### config.mk
export PLATFORM = sky130hd
export DESIGN_NAME = mem_arbiter
export DESIGN_NICKNAME = d
export VERILOG_FILES = /design/src/rtl/mem_pkg.sv /design/src/rtl/rr_pick.sv /design/src/rtl/mem_arbiter.sv
export SDC_FILE = /design/constraint.sdc
export NUM_CORES = 1
export LEC_CHECK = 0
export CAP_MARGIN = 20
export CORE_UTILIZATION = 35
export DETAILED_ROUTE_END_ITERATION = 8
export PLACE_DENSITY_LB_ADDON = 0.15
export SLEW_MARGIN = 15
export SYNTH_ARGS = -nofsm -noshare
export SYNTH_HDL_FRONTEND = slang
export SYNTH_SLANG_ARGS = --single-unit
export TNS_END_PERCENT = 1
### constraint.sdc
create_clock -name clock -period 2 [get_ports clock]
set_input_delay 0.6 -clock clock [delete_from_list [all_inputs] [get_ports clock]]
set_output_delay 0.6 -clock clock [all_outputs]
set_load 0.02 [all_outputs]
### src/rtl/mem_pkg.sv
// Shared definitions for the memory-port arbiter: write-size codes,
// FSM state type and a small index helper.
package mem_pkg;

  // Write-size encoding carried on ch_ws / mem_ws (passed through untouched).
  localparam logic [1:0] WS_BYTE = 2'd0;
  localparam logic [1:0] WS_HALF = 2'd1;
  localparam logic [1:0] WS_WORD = 2'd2;

  // Arbiter FSM: wait for a request, own the memory port, pulse completion.
  typedef enum logic [1:0] {
    IDLE = 2'd0,
    MEM  = 2'd1,
    RESP = 2'd2
  } arb_state_t;

  // Next channel index with wrap-around at n (used for the round-robin pointer).
  function automatic int next_idx(input int idx, input int n);
    return (idx + 1 >= n) ? 0 : idx + 1;
  endfunction

endpackage

### src/rtl/rr_pick.sv
// Combinational request picker. Scans the request vector upward from a
// start index, wrapping at NCH, and reports the first set bit. In fixed
// priority mode the scan always starts at 0, so the lowest index wins.
module rr_pick #(
  parameter int NCH = 2,
  parameter int PW  = $clog2(NCH)
) (
  input  logic [NCH-1:0] i_req,
  input  logic [PW-1:0]  i_ptr,
  input  logic           i_fixed,
  output logic [PW-1:0]  o_idx,
  output logic           o_found
);

  // Wrapped priority scan starting at the pointer (or at 0 in fixed mode).
  always_comb begin
    int start;
    int cand;
    // NOTE: every output gets a default before the loop so no path leaves
    // them unassigned; otherwise synthesis would infer latches.
    o_idx   = '0;
    o_found = 1'b0;
    start   = 0;
    cand    = 0;
    if (!i_fixed && (int'(i_ptr) < NCH)) begin
      start = int'(i_ptr);
    end
    for (int off = 0; off < NCH; off++) begin
      cand = start + off;
      if (cand >= NCH) begin
        cand = cand - NCH;
      end
      if (!o_found && i_req[cand]) begin
        o_found = 1'b1;
        o_idx   = PW'(cand);
      end
    end
  end

endmodule

### src/rtl/mem_arbiter.sv
// N-channel memory-port arbiter. Merges several req/rdy masters onto one
// backing memory port with a single outstanding transaction. The winning
// channel's fields are latched in IDLE, presented downstream in MEM, and
// the completion is returned as a one-cycle rdy pulse in RESP.
module mem_arbiter
  import mem_pkg::*;
#(
  parameter  int NCH        = 2,
  parameter  int AW         = 32,
  parameter  int DW         = 32,
  parameter  int FIXED_PRIO = 0,
  localparam int GW         = $clog2(NCH)
) (
  input  logic            clock,
  input  logic            reset,
  // Upstream channels
  input  logic [NCH-1:0]    ch_req,
  input  logic [NCH-1:0]    ch_wr,
  input  logic [NCH*AW-1:0] ch_addr,
  input  logic [NCH*DW-1:0] ch_wdata,
  input  logic [NCH*2-1:0]  ch_ws,
  output logic [DW-1:0]     ch_rdata,
  output logic [NCH-1:0]    ch_rdy,
  // Downstream memory port
  output logic              mem_req,
  output logic              mem_wr,
  output logic [AW-1:0]     mem_addr,
  output logic [DW-1:0]     mem_wdata,
  output logic [1:0]        mem_ws,
  input  logic [DW-1:0]     mem_rdata,
  input  logic              mem_rdy,
  // Status
  output logic [GW-1:0]     grant_id,
  output logic              busy
);

  arb_state_t      r_state;
  logic [GW-1:0]   r_ptr;

  logic [GW-1:0]   w_idx;
  logic            w_found;
  logic [AW-1:0]   w_sel_addr;
  logic [DW-1:0]   w_sel_wdata;
  logic [1:0]      w_sel_ws;
  logic            w_sel_wr;

  // Winner selection; the pointer only matters in round-robin mode.
  rr_pick #(
    .NCH (NCH),
    .PW  (GW)
  ) u_pick (
    .i_req   (ch_req),
    .i_ptr   (r_ptr),
    .i_fixed (FIXED_PRIO != 0),
    .o_idx   (w_idx),
    .o_found (w_found)
  );

  // Fields of the candidate winner, sliced out of the packed channel buses.
  assign w_sel_addr  = ch_addr [int'(w_idx)*AW +: AW];
  assign w_sel_wdata = ch_wdata[int'(w_idx)*DW +: DW];
  assign w_sel_ws    = ch_ws   [int'(w_idx)*2  +: 2];
  assign w_sel_wr    = ch_wr   [w_idx];

  // Arbiter FSM with all outputs registered; reset abandons any transaction.
  always_ff @(posedge clock or negedge reset) begin
    if (!reset) begin
      r_state   <= IDLE;
      r_ptr     <= '0;
      grant_id  <= '0;
      busy      <= 1'b0;
      mem_req   <= 1'b0;
      mem_wr    <= 1'b0;
      mem_addr  <= '0;
      mem_wdata <= '0;
      mem_ws    <= '0;
      ch_rdata  <= '0;
      ch_rdy    <= '0;
    end else begin
      // NOTE: non-blocking assignments throughout, so every register here
      // updates from pre-edge values regardless of statement order.
      case (r_state)
        IDLE: begin
          if (w_found) begin
            grant_id  <= w_idx;
            mem_addr  <= w_sel_addr;
            mem_wdata <= w_sel_wdata;
            mem_ws    <= w_sel_ws;
            mem_wr    <= w_sel_wr;
            mem_req   <= 1'b1;
            busy      <= 1'b1;
            r_state   <= MEM;
          end
        end

        MEM: begin
          // Latched fields stay constant; a write still returns mem_rdata.
          if (mem_rdy) begin
            ch_rdata <= mem_rdata;
            mem_req  <= 1'b0;
            ch_rdy   <= NCH'(1) << grant_id;
            r_state  <= RESP;
          end
        end

        RESP: begin
          // Completion pulse lasts exactly this one cycle.
          ch_rdy  <= '0;
          busy    <= 1'b0;
          r_ptr   <= GW'(next_idx(int'(grant_id), NCH));
          r_state <= IDLE;
        end

        default: begin
          mem_req <= 1'b0;
          ch_rdy  <= '0;
          busy    <= 1'b0;
          r_state <= IDLE;
        end
      endcase
    end
  end

endmodule

# After elaboration in Yosys (flattened, before gate mapping)
# Cells that the tools add are included.
# word_totals
regBits,107
in_bits,171
output_inout_bits,104
elab_cells,65
# classes
add_sub_neg,4
magnitude_cmp,6
eq_ne,4
shift,4
muxes,24
n_bitwise,3
n_reduce_logical,9
# ops
op,n
$shiftx A64 B7 Y32,2
$lt A32 B3 Y1 const B,2
$mux W32,2
$ge A32 B3 Y1 const B,1
$sub A32 B3 Y32 const B,1
$mux W1,15
$reduce_and A2 Y1,5
$pmux W2 S2,2
$mux W2,3
$add A1 B1 Y2 const B,2
$shiftx A4 B3 Y2,1
$not A1 Y1,3
$pmux W1 S3,1
$reduce_and A3 Y1,1
$sub A1 B2 Y3 const B,1
$eq A2 B1 Y1 const B,1
$eq A2 B2 Y1 const B,1
$ge A1 B2 Y1 const B,1
$ge A2 B2 Y1 const B,1
$logic_not A2 Y1,1
$lt A1 B2 Y1 const B,1
$ne A2 B1 Y1 const B,1
$ne A2 B2 Y1 const B,1
$pmux W1 S2,1
3 further kinds,3

# Logic depth before layout (Yosys ltp)
# Gate-level depths: netlist (run 1).
# logic_depth
word_depth,11
ltp_mapped,8
mapped_depth_nobuf,3

# By module
# A second synthesis (run 1) with hierarchy kept.
# hier_totals
hier_cells,394
hier_area_um2,4927.2
# modules_own_cells
module,instances,cells_each,area_per_inst_um2,seq_area_each_um2
mem_arbiter,1,391,4907.2,2677.6
rr_pick,1,3,20.0,0.0

# Worst setup path after synthesis (run 1)
# Ideal clock, no wire load.
# synth_timing
path_type,in2reg
from,input port ch_req[1]
to,register mem_addr[0]
setup_time_ns,0.082
arrival_ns,1.662
required_time_ns,1.918
slack_ns,0.256
path_stages,8
n_path_buf,5
cell_sequence,buf_6 > or2_1 > buf_2 > and2_1 > clkbuf_2 > buf_6 > buf_6 > a31oi_1
# synth_between
elab_chain_len,8
elab_cells_between_ends,14
cone_classes,shift: 1; mux: 10; reduce/logical: 3
# synth_lines
element,line_no,source
from (decl),mem_arbiter.sv:17,"input logic [NCH-1:0] ch_req,"
$mux W1 (implied by the code) (3 in series),rr_pick.sv:33,if (!o_found && i_req[cand]) begin
$mux W1,rr_pick.sv:33,
$logic_not A1 Y1,rr_pick.sv:33,
$logic_and A1 B1 Y1,rr_pick.sv:33,
$mux W1,rr_pick.sv:33,
$shiftx A64 B7 Y32 or $reduce_and A2 Y1 (tied branches),--,
to (signal assigned),mem_arbiter.sv:86,mem_addr <= w_sel_addr;
to (decl),mem_arbiter.sv:27,"output logic [AW-1:0] mem_addr,"
# Parallel ways exist; a longest one is shown, timed or not. The select of a mux whose other input is x is not followed.
# A chain may end at the register's enable or synchronous reset.

# Worst setup path after layout (run 1)
# layout_timing
from,register mem_wdata[29]
to,output port mem_wdata[29]
# layout_rtl
element,line_no,source
from (decl),mem_arbiter.sv:28,"output logic [DW-1:0] mem_wdata,"
from (signal assigned),mem_arbiter.sv:87,mem_wdata <= w_sel_wdata;
# No word-level cell between the ends.

==> results of run 1 <==
[layout by cell type (no fill, tap or decap), types with 2 or more instances in the layout]
| master | instances |
|---|---|
| nand2_1 | 7 |
| o21ai_1 | 4 |
| clkbuf_8 | 2 |
| mux2_2 | 32 |
| a31oi_1 | 67 |
| bufinv_16 | 2 |
| o21ai_0 | 66 |
| clkbuf_16 | 9 |
| or2_2 | 2 |
| dfrtp_1 | 107 |
| buf_12 | 9 |
| buf_4 | 16 |
| nand3_1 | 68 |
| a21oi_1 | 69 |
| dlygate4sd2_1 | 2 |
| clkdlybuf4s50_1 | 269 |
[power groups by stage]
stage	logic (mW)	registers [mW]	clock network, mW
final	5.99	3.83	1.98
after global routing	6.36	3.96	2.12
after CTS	6.06	3.83	2.04
after detailed placement	6.07	3.86	0
after global placement	5.98	3.81	0
after floorplan	1.66	5.07	0
[registers in the layout, indices dropped and copies added, names as in the netlist]
| name | cells |
|---|---|
| r_state | 2 |
| mem_wr | 1 |
| busy | 1 |
| grant_id | 1 |
| mem_addr | 32 |
| mem_wdata | 32 |
| mem_ws | 2 |
| ch_rdata | 32 |
| r_ptr | 1 |
| ch_rdy | 2 |
| mem_req | 1 |
[metal layers]
metal	up-vias	part of all wire [%]	routed length [um]
met4	0	2.0	342
met2	255	49	8234
li1	2320	-	-
met1	2429	40	6667
met5	-	0	0
met3	26	9.4	1581
[cells by family after synthesis]
family	synth area share (%)
AOI/OAI and AO/OA	23.13
buffers and inverters	5.584
DFF	55.07
muxes	7.411
and+or+nand+nor	8.801
[worst max path at each step]
stage,end,start,cells past startpoint
2_1_floorplan,mem_addr[0],ch_req[1],8
3_3_place_gp,grant_id,ch_req[0],5
3_5_place_dp,ch_rdata[24],mem_rdy,5
4_1_cts,mem_addr[8],mem_addr[8],1
5_1_grt,mem_wdata[3],mem_wdata[3],1
6_report,mem_wdata[29],mem_wdata[29],1
[layout make-up]
class                   instances  area, um^2
fillers                      1152        5201
repair buffers                298        3028
flip-flops and latches        107        2678
multi-input cells             324        1929
clock buffers                  11       252.7
well taps                     176       220.2
clock inverters                 5       83.83
inverters                       2       7.507
[synthesized netlist by cell type]
cell,count,area share (%)
a21oi_1,69,7.1
a31oi_1,67,8.6
a32o_1,1,0.21
and2_1,1,0.13
buf_1,1,0.077
buf_2,9,0.93
buf_6,5,1.2
clkbuf_1,41,3.2
clkbuf_2,1,0.10
dfrtp_1,107,55
inv_1,1,0.077
inv_2,1,0.077
mux2_2,32,7.4
nand2_1,7,0.54
nand2b_1,2,0.26
nand3_1,68,7.0
nor2_1,1,0.077
nor2_2,2,0.26
nor2b_1,1,0.13
nor3b_1,1,0.15
o21ai_0,66,6.8
o21ai_1,4,0.41
or2_1,1,0.13
or2_2,1,0.13
[metrics by stage]
step	cells	hold slack [ns]	util (%)
floorplan	490	0.3044	-
global placement	907	0.4687	58.67
detailed placement	907	0.4734	58.67
CTS	923	0.2118	61.17
global route	923	0.2443	61.19
finish	923	0.2142	61.19
==> results_dict.tcl, run 1 <==
set metrics [dict create \
    grtUsageTotal_pct 23.31 \
    finalHoldViolCount 0 \
    critical_path.max_fanout 2 \
    path_clk_slew_ns 0.07 \
    r2r-start "r_state[0]" \
    drc 0 \
    power_mw 11.81 \
    cp.buffers_inverters 1 \
    die_w_um 119.9 \
    met1_usage_pct 28.45 \
    drv_cap 0 \
    postCtsSetupRepairBufs 0 \
    clkPwrFrac_pct 16.8 \
    worstSetupEndpointType "output port" \
    grt_start_max_net_pins 38 \
    switching_share_pct 37.92 \
    fin_ws_ns 0.03830 \
    dieArea_um2 14370 \
    pwr-share-seq_pct 32.4 \
    slew_headroom_pct 67.17 \
    wl_per_cell_um 18.23 \
    grt_first_pass_wirelength_um 25950 \
    critPathRequiredTime_ns 1.40 \
    rsz0062_at_grt "false" \
    reg2reg_to "ch_rdata[8]" \
    pre_cts_slack_ns -0.05835 \
    setup_tns_ns 0 \
    path_cells "clkdlybuf4s50_1" \
    slew_viol_final 0 \
    cts_buffers 9 \
    portBuffers 274 \
    postCtsResizedCells 2 \
    status "completed" \
    synth_area_per_cell_um2 9.923 \
    switching_power_mw 4.477 \
    p_per_area_nw_per_um2 1440 \
    finClkSkew_ns 0.008245 \
    period_share_pct 98.09 \
    cts_hold_buffers 0 \
    wirelength_um 16820 \
    die_y_um 119.9 \
    gr-usage-met2_pct 39.31 \
    grt_pass1_vias 4916 \
    arrival_ns 1.36 \
    fin_crit_ns 1.962 \
    grt_busiest_layer "met2" \
    cpPeakStageDelay_ns 0.62 \
    hold_path_class "in2async" \
    crit_slowest_cell "clkdlybuf4s50_1" \
    rows 42 \
    htree_num_levels 3 \
    drive_gt1_share_pct 10.98 \
    drt-initial-drc-count 430 \
    overflow 0 \
    area_growth_syn_to_layout_pct 68.63 \
    worst_pin_slew_ns 0.4925 \
    start_util_pct 36.28 \
    synthDistinctLibCells 24 \
    ff2ff_setup_slack_ns 0.53 \
    diodes 0 \
    intPower_mw 7.330 \
    reg2reg_depth 4 \
    power_frac_comb_pct 50.8 \
    root_buffer "clkbuf_16" \
    dp_hpwl_um 11820 \
    max_freq_ghz 0.5098 \
    ant_nets 0 \
    final_nets 913 \
    clkSinkCount 107 \
    fp.coreArea_um2 13400 \
    crit_path_start_kind "flip-flop" \
    cts.path.max_buffers 2 \
    criticalPathCategory "reg2out" \
    netlist_area_um2 4862 \
    antenna_found_initial 0 \
    dpl_cell_area_um2 7863 \
    cts_tree "yes" \
    finish.instance_area_um2 8199 \
    p_leak_nw 3.170 \
    clk_latency_ns 0.35 \
    irDropWorstVdd_uv 542.8 \
    cpLargestDelayFamily "buffers and inverters" \
    synthCells 490 \
    drt_pass1_iterations 4 \
    yosysWarnings 0 \
    setup_viol 0 \
    routabilityCongestion 0.8058 \
    io-pin-count 275 \
    synth_seq_cells 107 \
    yosysSeqAreaShare_pct 55.07 \
    vias 5030 \
    synth_nets 661 \
    via_per_inst 5.450 \
    grt_use_met3_pct 6.131 \
]
No activity file was read; power rests on OpenSTA's default activity.
==> inputs of run 2 (changes only) <==
Settings changed: CORE_ASPECT_RATIO set to 0.5.
==> run 2 against run 1 <==
The run now ends with design-rule violations left. Highest routed layer unchanged. First-iteration DRC count is 45% lower. Largest power group unchanged. Critical path type unchanged. Power shrank 1.6%. Sequential cell count did not move. Clock skew about the same. Worst hold slack lost 0.066 ns.
==> results_dict.tcl, run 2 (synthesis results as in run 1) <==
set metrics [dict create \
    pre_cts_slack_ns -0.05356 \
    diodes 0 \
    p_per_area_nw_per_um2 1406 \
    slew_headroom_pct 70.30 \
    status "complete, but fails checks" \
    p_leak_nw 3.191 \
    die_y_um 85.34 \
    rsz0062_at_grt "false" \
    dpl_cell_area_um2 7960 \
    finalHoldViolCount 0 \
    met1_usage_pct 28.45 \
    drt_pass1_iterations 6 \
    pwr-share-seq_pct 32.7 \
    drt-initial-drc-count 235 \
    worstSetupEndpointType "output port" \
    hold_slack_ns 0.1479 \
    intPower_mw 7.092 \
    multi_input_area_um2 1929 \
    finish.instance_area_um2 8267 \
    clkSinkCount 107 \
    switching_power_mw 4.530 \
    grt_busiest_layer "met2" \
    critPathRequiredTime_ns 1.40 \
    rows 30 \
    cpPeakStageDelay_ns 0.61 \
    cts.path.max_buffers 2 \
    ant_nets 0 \
    postCtsSetupRepairBufs 0 \
    clkPwrFrac_pct 15.4 \
    setup_tns_ns 0 \
    period_share_pct 97.52 \
    switching_share_pct 38.98 \
    finClkSkew_ns 0.008158 \
    dp_hpwl_um 11210 \
    hold_path_class "in2async" \
    die_w_um 168.7 \
    via_per_inst 5.232 \
    htree_num_levels 3 \
    cts_buffers 9 \
    routabilityCongestion 0.7416 \
    grt_start_max_net_pins 68 \
    grt_use_met3_pct 5.690 \
    drive_gt1_share_pct 11.21 \
    seqCellArea_um2 2678 \
    cpLargestDelayFamily "buffers and inverters" \
    path_cells "clkdlybuf4s50_1" \
    gr-usage-met2_pct 37.87 \
    largestRegisters "ch_rdata: 32 flops, mem_addr: 32 flops, mem_wdata: 32 flops" \
    path_clk_slew_ns 0.08 \
    clk_latency_ns 0.35 \
    antenna_found_initial 0 \
    critical_path.max_fanout 2 \
    fp.coreArea_um2 13550 \
    violations "design-rule violations" \
    grtUsageTotal_pct 22.27 \
    setup_viol 0 \
    fin_ws_ns 0.04967 \
    power_frac_comb_pct 51.9 \
    cp.buffers_inverters 1 \
    final_nets 915 \
    max_freq_ghz 0.5127 \
    fillCellCount 1193 \
    wl_per_cell_um 17.09 \
    start_util_pct 35.88 \
    final_cell_mix "269 x clkdlybuf4s50_1, 107 x dfrtp_1, 69 x a21oi_1" \
    crit_slowest_cell "clkdlybuf4s50_1" \
    final_common_cell "clkdlybuf4s50_1" \
    root_buffer "clkbuf_16" \
    arrival_ns 1.35 \
    cts_tree "yes" \
    grt_pass1_vias 4739 \
    vias 4923 \
    io-pin-count 275 \
    criticalPathCategory "reg2out" \
    slew_viol_final 0 \
    drc 2 \
    worst_pin_slew_ns 0.4455 \
    dieArea_um2 14400 \
    fin_crit_ns 1.950 \
    portBuffers 274 \
    drv_cap 0 \
    area_growth_syn_to_layout_pct 70.02 \
    grt_first_pass_wirelength_um 25430 \
    wirelength_um 16080 \
    overflow 0 \
    crit_path_start_kind "flip-flop" \
    irDropWorstVdd_uv 526.3 \
]
==> run 2: changes by cell type in the layout (fill, tap and decap cells not counted), sizes merged <==
cell | previous run | this run
dlygate4sd2 | 2 | 1
clkinv | 1 | 3
buf | 26 | 28
inv | 3 | 5
clkbuf | 11 | 9
dlymetal6s2s | 1 | 2
bufinv | 2 | 0
==> run 2: path summary, 6_finish.rpt <==
check	startpoint	end	slack [ns]	cells past startpoint
worst max-delay path	mem_wdata[7]	mem_wdata[7]	0.05	1
worst min-delay path	reset	mem_wdata[29]	0.15	1
worst max register to register	r_state[1]	mem_wdata[28]	0.50	4
worst min register to register	mem_req	mem_req	0.48	2
max in group asynchronous	reset	mem_wdata[18]	1.28	2
min in group clock	mem_req	mem_req	0.48	2
==> run 2: per-layer routing <==
| layer | wire length (um) | share of wire, % |
|---|---|---|
| met1 | 6924 | 43 |
| met2 | 7861 | 49 |
| met3 | 1081 | 6.7 |
| met4 | 208 | 1.3 |
| met5 | 0 | 0 |
==> run 2: area by class of cell <==
cell class,instances,area share [%]
repair buffers,300,37.61
flip-flops and latches,107,32.39
multi-input cells,324,23.34
well taps,192,2.906
clock buffers,9,2.724
inverters,2,0.09081
clock inverters,7,0.9384
==> run 2: power by group through the flow <==
stage / clock network [mW] / logic, mW / registers (mW)
6_report: 1.79 / 6.03 / 3.81
5_1_grt: 1.92 / 6.43 / 3.95
4_1_cts: 1.84 / 6.08 / 3.81
3_5_place_dp: 0 / 6.08 / 3.84
3_3_place_gp: 0 / 6.03 / 3.81
2_1_floorplan: 0 / 1.66 / 5.07
==> run 2: metrics by stage <==
step | cells | util, % | power (mW)
detailed placement | 925 | 58.74 | 9.923
global route | 941 | 61.01 | 12.30
floorplan | 490 | - | 6.726
CTS | 941 | 60.97 | 11.74
finish | 941 | 61.01 | 11.62
global placement | 925 | 58.74 | 9.845
==> run 2: timing repair <==
action	4_1_cts	5_1_grt
resized for setup	1	2
endpoints found under the setup margin	1	2
hold buffers	0	0
hold endpoints to repair	0	0
==> inputs of run 3 (changes only) <==
Settings changed: REMOVE_ABC_BUFFERS set to 1.
==> run 3 against run 2 <==
The flow now finishes without violations. Utilization shrank 0.36 points. Power shrank 0.90%. Clock-buffer cell count grew 1.
==> results_dict.tcl, run 3 (synthesis results as in run 1) <==
set metrics [dict create \
    pwr-share-seq_pct 33.0 \
    clkPwrFrac_pct 14.6 \
    dpl_cell_area_um2 7940 \
    cts_tree "yes" \
    htree_num_levels 3 \
    drt_pass1_iterations 4 \
    worst_pin_slew_ns 0.5076 \
    final_common_cell "clkdlybuf4s50_1" \
    final_cell_mix "270 x clkdlybuf4s50_1, 107 x dfrtp_1, 69 x a21oi_1" \
    start_util_pct 35.88 \
    period_share_pct 97.79 \
    final_nets 914 \
    crit_path_start_kind "flip-flop" \
    area_growth_syn_to_layout_pct 69.02 \
    portBuffers 274 \
    dieArea_um2 14400 \
    die_y_um 85.34 \
    largestRegisters "ch_rdata: 32 flops, mem_addr: 32 flops, mem_wdata: 32 flops" \
    arrival_ns 1.36 \
    cts_buffers 9 \
    hold_path_class "in2async" \
    max_freq_ghz 0.5113 \
    diodes 0 \
    cp.buffers_inverters 1 \
    vias 4924 \
    drive_gt1_share_pct 10.98 \
    die_w_um 168.7 \
    wirelength_um 16230 \
    clk_latency_ns 0.34 \
    overflow 0 \
    crit_slowest_cell "clkdlybuf4s50_1" \
    finClkSkew_ns 0.005944 \
    p_per_area_nw_per_um2 1401 \
    wl_per_cell_um 17.28 \
    fin_crit_ns 1.956 \
    p_leak_nw 3.161 \
    via_per_inst 5.244 \
    rows 30 \
    path_cells "clkdlybuf4s50_1" \
    routabilityCongestion 0.7768 \
    irDropWorstVdd_uv 543.3 \
    worstSetupEndpointType "output port" \
    grt_start_max_net_pins 62 \
    critical_path.max_fanout 2 \
    cpLargestDelayFamily "buffers and inverters" \
    clkSinkCount 107 \
    finalHoldViolCount 0 \
    ant_nets 0 \
    intPower_mw 7.079 \
    root_buffer "clkbuf_16" \
    postCtsSetupRepairBufs 0 \
    drt-initial-drc-count 202 \
    cts.path.max_buffers 2 \
    r2r-start "r_state[1]" \
    drv_cap 0 \
    ff2ff_setup_slack_ns 0.46 \
    io-pin-count 275 \
    dp_hpwl_um 11380 \
    rsz0062_at_grt "false" \
    slew_viol_final 0 \
    setup_tns_ns 0 \
    antenna_found_initial 0 \
    utilization_pct 60.65 \
    drc 0 \
    finish.instance_area_um2 8218 \
    switching_power_mw 4.438 \
    switching_share_pct 38.54 \
    setup_viol 0 \
    power_mw 11.52 \
    slew_headroom_pct 66.16 \
    cpPeakStageDelay_ns 0.65 \
    path_clk_slew_ns 0.07 \
    status "completed" \
    power_frac_comb_pct 52.4 \
    fp.coreArea_um2 13550 \
    criticalPathCategory "reg2out" \
    grtUsageTotal_pct 22.53 \
    grt_pass1_vias 4879 \
    crit_path_start "mem_addr[24]" \
    grt_first_pass_wirelength_um 25390 \
    critPathRequiredTime_ns 1.40 \
]
[run 3: worst paths after layout]
kind	to	cells past startpoint
worst max-delay path	mem_addr[24]	1
worst min-delay path	ch_rdata[16]	1
worst max register to register	mem_addr[29]	4
worst min register to register	mem_req	2
max in group asynchronous	ch_rdata[14]	2
min in group clock	mem_req	2
[run 3: through the flow]
stage,cells,setup slack (ns),hold WS [ns]
finish,939,0.04421,0.1996
floorplan,433,-1.416,0.3044
global route,939,0.006568,0.2189
CTS,939,0.01356,0.2092
global placement,924,-0.1356,0.4880
detailed placement,924,-0.1656,0.4948
[run 3: routing by layer]
metal	vias to the layer above	global-route usage, %	routed length (um)
li1	2318	-	-
met1	2388	27.47	6909
met2	178	38.47	7860
met3	40	5.597	917
met4	0	9.256	542
met5	-	0	0
[run 3: area by class of cell]
class	instances	area, um^2
fillers	1157	5333
repair buffers	299	3087
flip-flops and latches	107	2678
multi-input cells	324	1929
well taps	192	240.2
clock buffers	10	239.0
clock inverters	5	37.54
inverters	2	7.507
[run 3: power by group through the flow]
stage          Combinational [mW]  Sequential (mW)  Clock [mW]
6_report                     6.04             3.80        1.68
5_1_grt                      6.42             3.93        1.81
4_1_cts                      6.10             3.80        1.72
3_5_place_dp                 6.10             3.83           0
3_3_place_gp                 6.05             3.79           0
2_1_floorplan                1.49             5.08           0
[run 3: repair_timing]
action,CTS,global route
resized for setup,1,1
pin swaps,0,0
setup endpoints to repair,1,1
hold buffers,0,0
==> RTL edit 1 (flow settings as in run 2) <==
Change the parameter `AW` from 32 to 16.
--- a/src/rtl/mem_arbiter.sv
+++ b/src/rtl/mem_arbiter.sv
@@ -6,7 +6,7 @@
   import mem_pkg::*;
 #(
   parameter  int NCH        = 2,
-  parameter  int AW         = 32,
+  parameter  int AW         = 16,
   parameter  int DW         = 32,
   parameter  int FIXED_PRIO = 0,
   localparam int GW         = $clog2(NCH)
Interface: changed (resized ch_addr and mem_addr); port bits go from 275 to 227. No check against the original RTL was run, so the function may have changed too.
==> RTL edit 1 against run 2 <==
- final area decreased by 13%
- synthesized cell count decreased by 19%
- power decreased by 12%
- clock skew decreased by 1.5 ps
- routed wire length decreased by 17%
- critical path depth unchanged
- largest power group unchanged
- register-to-register slack improved by 40 ps
- synthesized area decreased by 9.2%
- utilization decreased by 1.1 points
- worst setup slack improved by 12 ps
- non-clock buffer count decreased by 49
- sequential cell count decreased by 16
==> RTL edit 1: results (changes against run 2) <==
| Metric | Value |
|---|---|
| Outcome | `completed (was finished, violations left)` |
| Final Max Tran Viols | `0 (unchanged)` |
| Vias/cell | `5.085 (was 5.232)` |
| Reg2reg end | `ch_rdata[9] (was mem_wdata[28])` |
| Final Skew | `6.632 ps (was 8.158 ps)` |
| Post-DP Area | `6919 sq um (was 7960 sq um)` |
| Dpl hpwl | `9402 microns (was 11210 microns)` |
| Metal2 WL | `6508 microns (was 7861 microns)` |
| R2r setup slk | `540 ps (was 500 ps)` |
| Synth cell count leaders | `91 x dfrtp_1, 54 x o21ai_0, 53 x a21oi_1 (was 107 x dfrtp_1, 69 x a21oi_1, 68 x nand3_1)` |
| Peak VDD IR | `0.0005715 V (was 0.0005263 V)` |
| Sequential fraction of the synthesis area | `51.60% (was 55.07%)` |
| Met1 wire length | `5956 microns (was 6924 microns)` |
| Post-place setup slack | `-52.15 ps (was -53.56 ps)` |
| GR Util met3 | `3.984% (was 5.690%)` |
| GR Util met1 | `26.49% (was 28.45%)` |
| Die area | `13090 sq um (was 14400 sq um)` |
| CP max FO | `2 (unchanged)` |
| Ratio of cells with drive above 1 in the final layout | `15.97% (was 11.21%)` |
| DR WL/cell | `16.99 microns (was 17.09 microns)` |
| Pre-antenna DRT Iters | `4 (was 6)` |
| Synth area leaders | `dfrtp_1 52%, a31oi_2 14%, mux2_1 8.2% (was dfrtp_1 55%, a31oi_1 8.6%, mux2_2 7.4%)` |
| IO Port Bufs | `226 (was 274)` |
| HP Class | `in -> async (unchanged)` |
| Gpl congestion | `0.7694 (was 0.7416)` |
| Synth warn | `0 (unchanged)` |
| Met3 WL | `714 microns (was 1081 microns)` |
| Total Routing Usage GR | `20.53% (was 22.27%)` |
| Slew HR | `68.37% (was 70.30%)` |
| Routing usage on met2 | `35.67% (was 37.87%)` |
| Drt initial violations | `185 (was 235)` |
| # nets final | `754 (was 915)` |
| Largest registers | `ch_rdata (32), mem_wdata (32), mem_addr (16) (was ch_rdata (32), mem_addr (32), mem_wdata (32))` |
| Largest net degree at the start of global routing | `47 (was 68)` |
| Clock buffer depth | `2 (unchanged)` |
| R2r startpoint | `r_state[0] (was r_state[1])` |
| Post-Syn Nets | `535 (was 661)` |
| Global-route wire length before repair | `20930 microns (was 25430 microns)` |
| Leak | `0.002717 uW (was 0.003191 uW)` |
==> RTL edit 1: cell count changes after synthesis, moves of 16 or more <==
cell,delta
mux2_2,-32
a21oi_1,-16
mux2_1,+32
dfrtp_1,-16
nand3_1,-16
a31oi_2,+50
a31oi_1,-66
==> RTL edit 1: repair_timing <==
action / in CTS / in global routing
endpoints found under the setup margin: 1 / 0
hold buffers: 0 / 0
resized for setup: 1 / 0
==> RTL edit 1: cell type report <==
cell class                 instances  area, sq um
clock inverter                     6        72.57
multi-input combinational        260         1898
fill                            1037         4832
inverter                           2        7.507
timing repair buffer             251         2529
clock buffer                      10        229.0
tap                              165        206.4
sequential                        91         2277
==> RTL edit 1: how the worst max path moves through the flow <==
stage	from	to	slack, ps	cells past startpoint
6_report	mem_wdata[0]	mem_wdata[0]	60	1
3_5_place_dp	mem_rdy	ch_rdata[9]	-50	5
3_3_place_gp	mem_rdy	ch_rdata[17]	-20	5
5_1_grt	mem_wr	mem_wr	10	1
2_1_floorplan	ch_req[1]	mem_wdata[22]	350	7
4_1_cts	mem_wdata[0]	mem_wdata[0]	50	1
==> RTL edit 1: cells by family (layout without fill, tap and decap cells) <==
family	count (synthesis)	in the layout	synth area share [%]
compound gates	159	159	26.68
buf+inv	45	269	5.500
flops	91	91	51.60
mux	32	32	8.166
simple gates	69	69	8.053
==> RTL edit 1: through the flow <==
step | instances | hold WS [ps]
2_1_floorplan | 396 | 304.4
3_3_place_gp | 769 | 466.2
3_5_place_dp | 769 | 474.0
4_1_cts | 785 | 221.6
5_1_grt | 785 | 238.2
6_report | 785 | 221.5
==> RTL edit 1: power breakdown <==
part | switching (uW) | internal [uW] | leakage (uW)
clock network | 738 | 983 | 0.000144
logic | 2650 | 2590 | 0.00154
registers | 508 | 2730 | 0.00104
==> RTL edit 2 (settings of run 2) <==
Without the edit above. The 3 states of `arb_state_t` get a one-hot encoding in 3 bits.
--- a/src/rtl/mem_pkg.sv
+++ b/src/rtl/mem_pkg.sv
@@ -8,10 +8,10 @@
   localparam logic [1:0] WS_WORD = 2'd2;
 
   // Arbiter FSM: wait for a request, own the memory port, pulse completion.
-  typedef enum logic [1:0] {
-    IDLE = 2'd0,
-    MEM  = 2'd1,
-    RESP = 2'd2
+  typedef enum logic [2:0] {
+    IDLE = 3'b001,
+    MEM  = 3'b010,
+    RESP = 3'b100
   } arb_state_t;
 
   // Next channel index with wrap-around at n (used for the round-robin pointer).
Function: no difference found for any inputs over 4 cycles, from zero or initial values and one cycle with reset low; so few cycles prove little.
==> RTL edit 2 against run 2 <==
- critical endpoint is now mem_addr[15]
- final area rose by 4.1%
- utilization down 2.2 points
- routed wire length grew 9.7%
- highest routed layer unchanged
- combinational power is 14% higher
- count of clock-buffer cells in the layout up 1
- sequential cell count increased by 1
- synthesized area up 8.7%
- sequential power is 2% higher
- worst setup slack gained 6.0 ps
- power increased by 8.9%
- global-route usage decreased by 0.14 points
- maximum frequency rose by 0.31%
- clock power grew 4%
==> RTL edit 2: results (changes against run 2) <==
| Metric | Value |
|---|---|
| Outcome | `completed (was finished, violations left)` |
| Post-place setup slack | `-80.13 ps (was -53.56 ps)` |
| Ratio of cells with drive above 1 in the final layout | `11.13% (was 11.21%)` |
| Cell count after placement | `937 (was 925)` |
| Met1 wire length | `7744 microns (was 6924 microns)` |
| Post-synth cell types | `32 (was 24)` |
| Pre-antenna DRT Iters | `4 (was 6)` |
| Dpl hpwl | `11840 microns (was 11210 microns)` |
| Peak VDD IR | `0.0007497 V (was 0.0005263 V)` |
| Global-route wire length before repair | `27480 microns (was 25430 microns)` |
| Crit path DAT | `1340 ps` |
| Post-CTS Setup Inserts | `0 (unchanged)` |
| DR WL/cell | `18.49 microns (was 17.09 microns)` |
| Drt initial violations | `332 (was 235)` |
| Final Skew | `7.614 ps (was 8.158 ps)` |
| CTS Buf Count | `9 (unchanged)` |
| Gpl congestion | `0.7483 (was 0.7416)` |
| Top Layer Used | `met4 (unchanged)` |
| Post-Syn Nets | `677 (was 661)` |
| Synth area leaders | `dfrtp_1 51%, a31oi_1 16%, nand3b_1 9.5% (was dfrtp_1 55%, a31oi_1 8.6%, mux2_2 7.4%)` |
| Sequential fraction of the synthesis area | `51.15% (was 55.07%)` |
| Max incr delay on CP | `640 ps (was 610 ps)` |
| Clock root cell | `clkbuf_16 (unchanged)` |
| # nets final | `921 (was 915)` |
| Sw frac | `39.16% (was 38.98%)` |
| Cell count after synthesis | `506 (was 490)` |
| Total Routing Usage GR | `22.12% (was 22.27%)` |
| Met3 WL | `1163 microns (was 1081 microns)` |
| Worst slew pin tran | `493.5 ps (was 445.5 ps)` |
| Detailed-route wire length | `17640 microns (was 16080 microns)` |
| Vias | `5206 (was 4923)` |
| Synth cell count leaders | `134 x a31oi_1, 107 x dfrtp_1, 68 x o21ai_0 (was 107 x dfrtp_1, 69 x a21oi_1, 68 x nand3_1)` |
| Metal2 WL | `8519 microns (was 7861 microns)` |
| Leak | `0.003247 uW (was 0.003191 uW)` |
## RTL edit 2: cell count changes after synthesis, sizes merged, moves of 2 or more
cell and change:
nor2 +2, clkbuf -7, buf +14, o21ai -2, nand2 -5, nand2b +3
a31oi +67, a21oi -65, nand3 -67, nand3b +67
## RTL edit 2: logic make-up after synthesis
family                 share of synthesized area, %
AO/OA/AOI/OAI                                 23.60
AND/OR/NAND/NOR                               12.19
buffers and inverters                         6.059
flip-flops                                    51.15
multiplexers                                  7.006
## RTL edit 2: final cells by class
type                       instances  area, sq um
fill                            1257         6021
timing repair buffer             297         3047
sequential                       108         2704
multi-input combinational        332         2283
tap                              198        247.7
clock buffer                      10        239.0
clock inverter                     6        71.32
inverter                           2        7.507
antenna                            1        2.502
## RTL edit 2: metal layers
| metal | global-route usage, % | vias up |
|---|---|---|
| met5 | 0 | - |
| met4 | 5.375 | 0 |
| met3 | 5.952 | 19 |
| met2 | 37.19 | 187 |
| met1 | 28.79 | 2574 |
| li1 | - | 2426 |
## RTL edit 2: final timing paths
check	slack (ps)	start	endpoint	cells past startpoint
max in group asynchronous	1260	reset	r_state[0]	2
min reg2reg	500	busy	busy	1
min in group clock	500	busy	busy	1
max	60	mem_addr[15]	mem_addr[15]	1
max reg2reg	360	r_state[1]	ch_rdata[21]	4
min	180	reset	mem_wdata[27]	1
## RTL edit 2: power by group through the flow
stage | Clock [uW] | Sequential, uW | Combinational [uW]
after floorplan | 0 | 5160 | 2390
after global placement | 0 | 3910 | 6820
after detailed placement | 0 | 3950 | 6920
after CTS | 1920 | 3910 | 6930
after global routing | 2030 | 4040 | 7320
final | 1870 | 3900 | 6880
## RTL edit 2: through the flow
stage / cell area, sq um / setup TNS, ps
CTS: 8597 / 0
global placement: 8288 / -1020
floorplan: 5286 / 0
detailed placement: 8288 / -2986
finish: 8602 / 0
global route: 8600 / 0
## RTL edit 2: timing repair
action,4_1_cts,5_1_grt
gates resized for setup,1,1
cloned,0,0
setup endpoints to repair,1,1
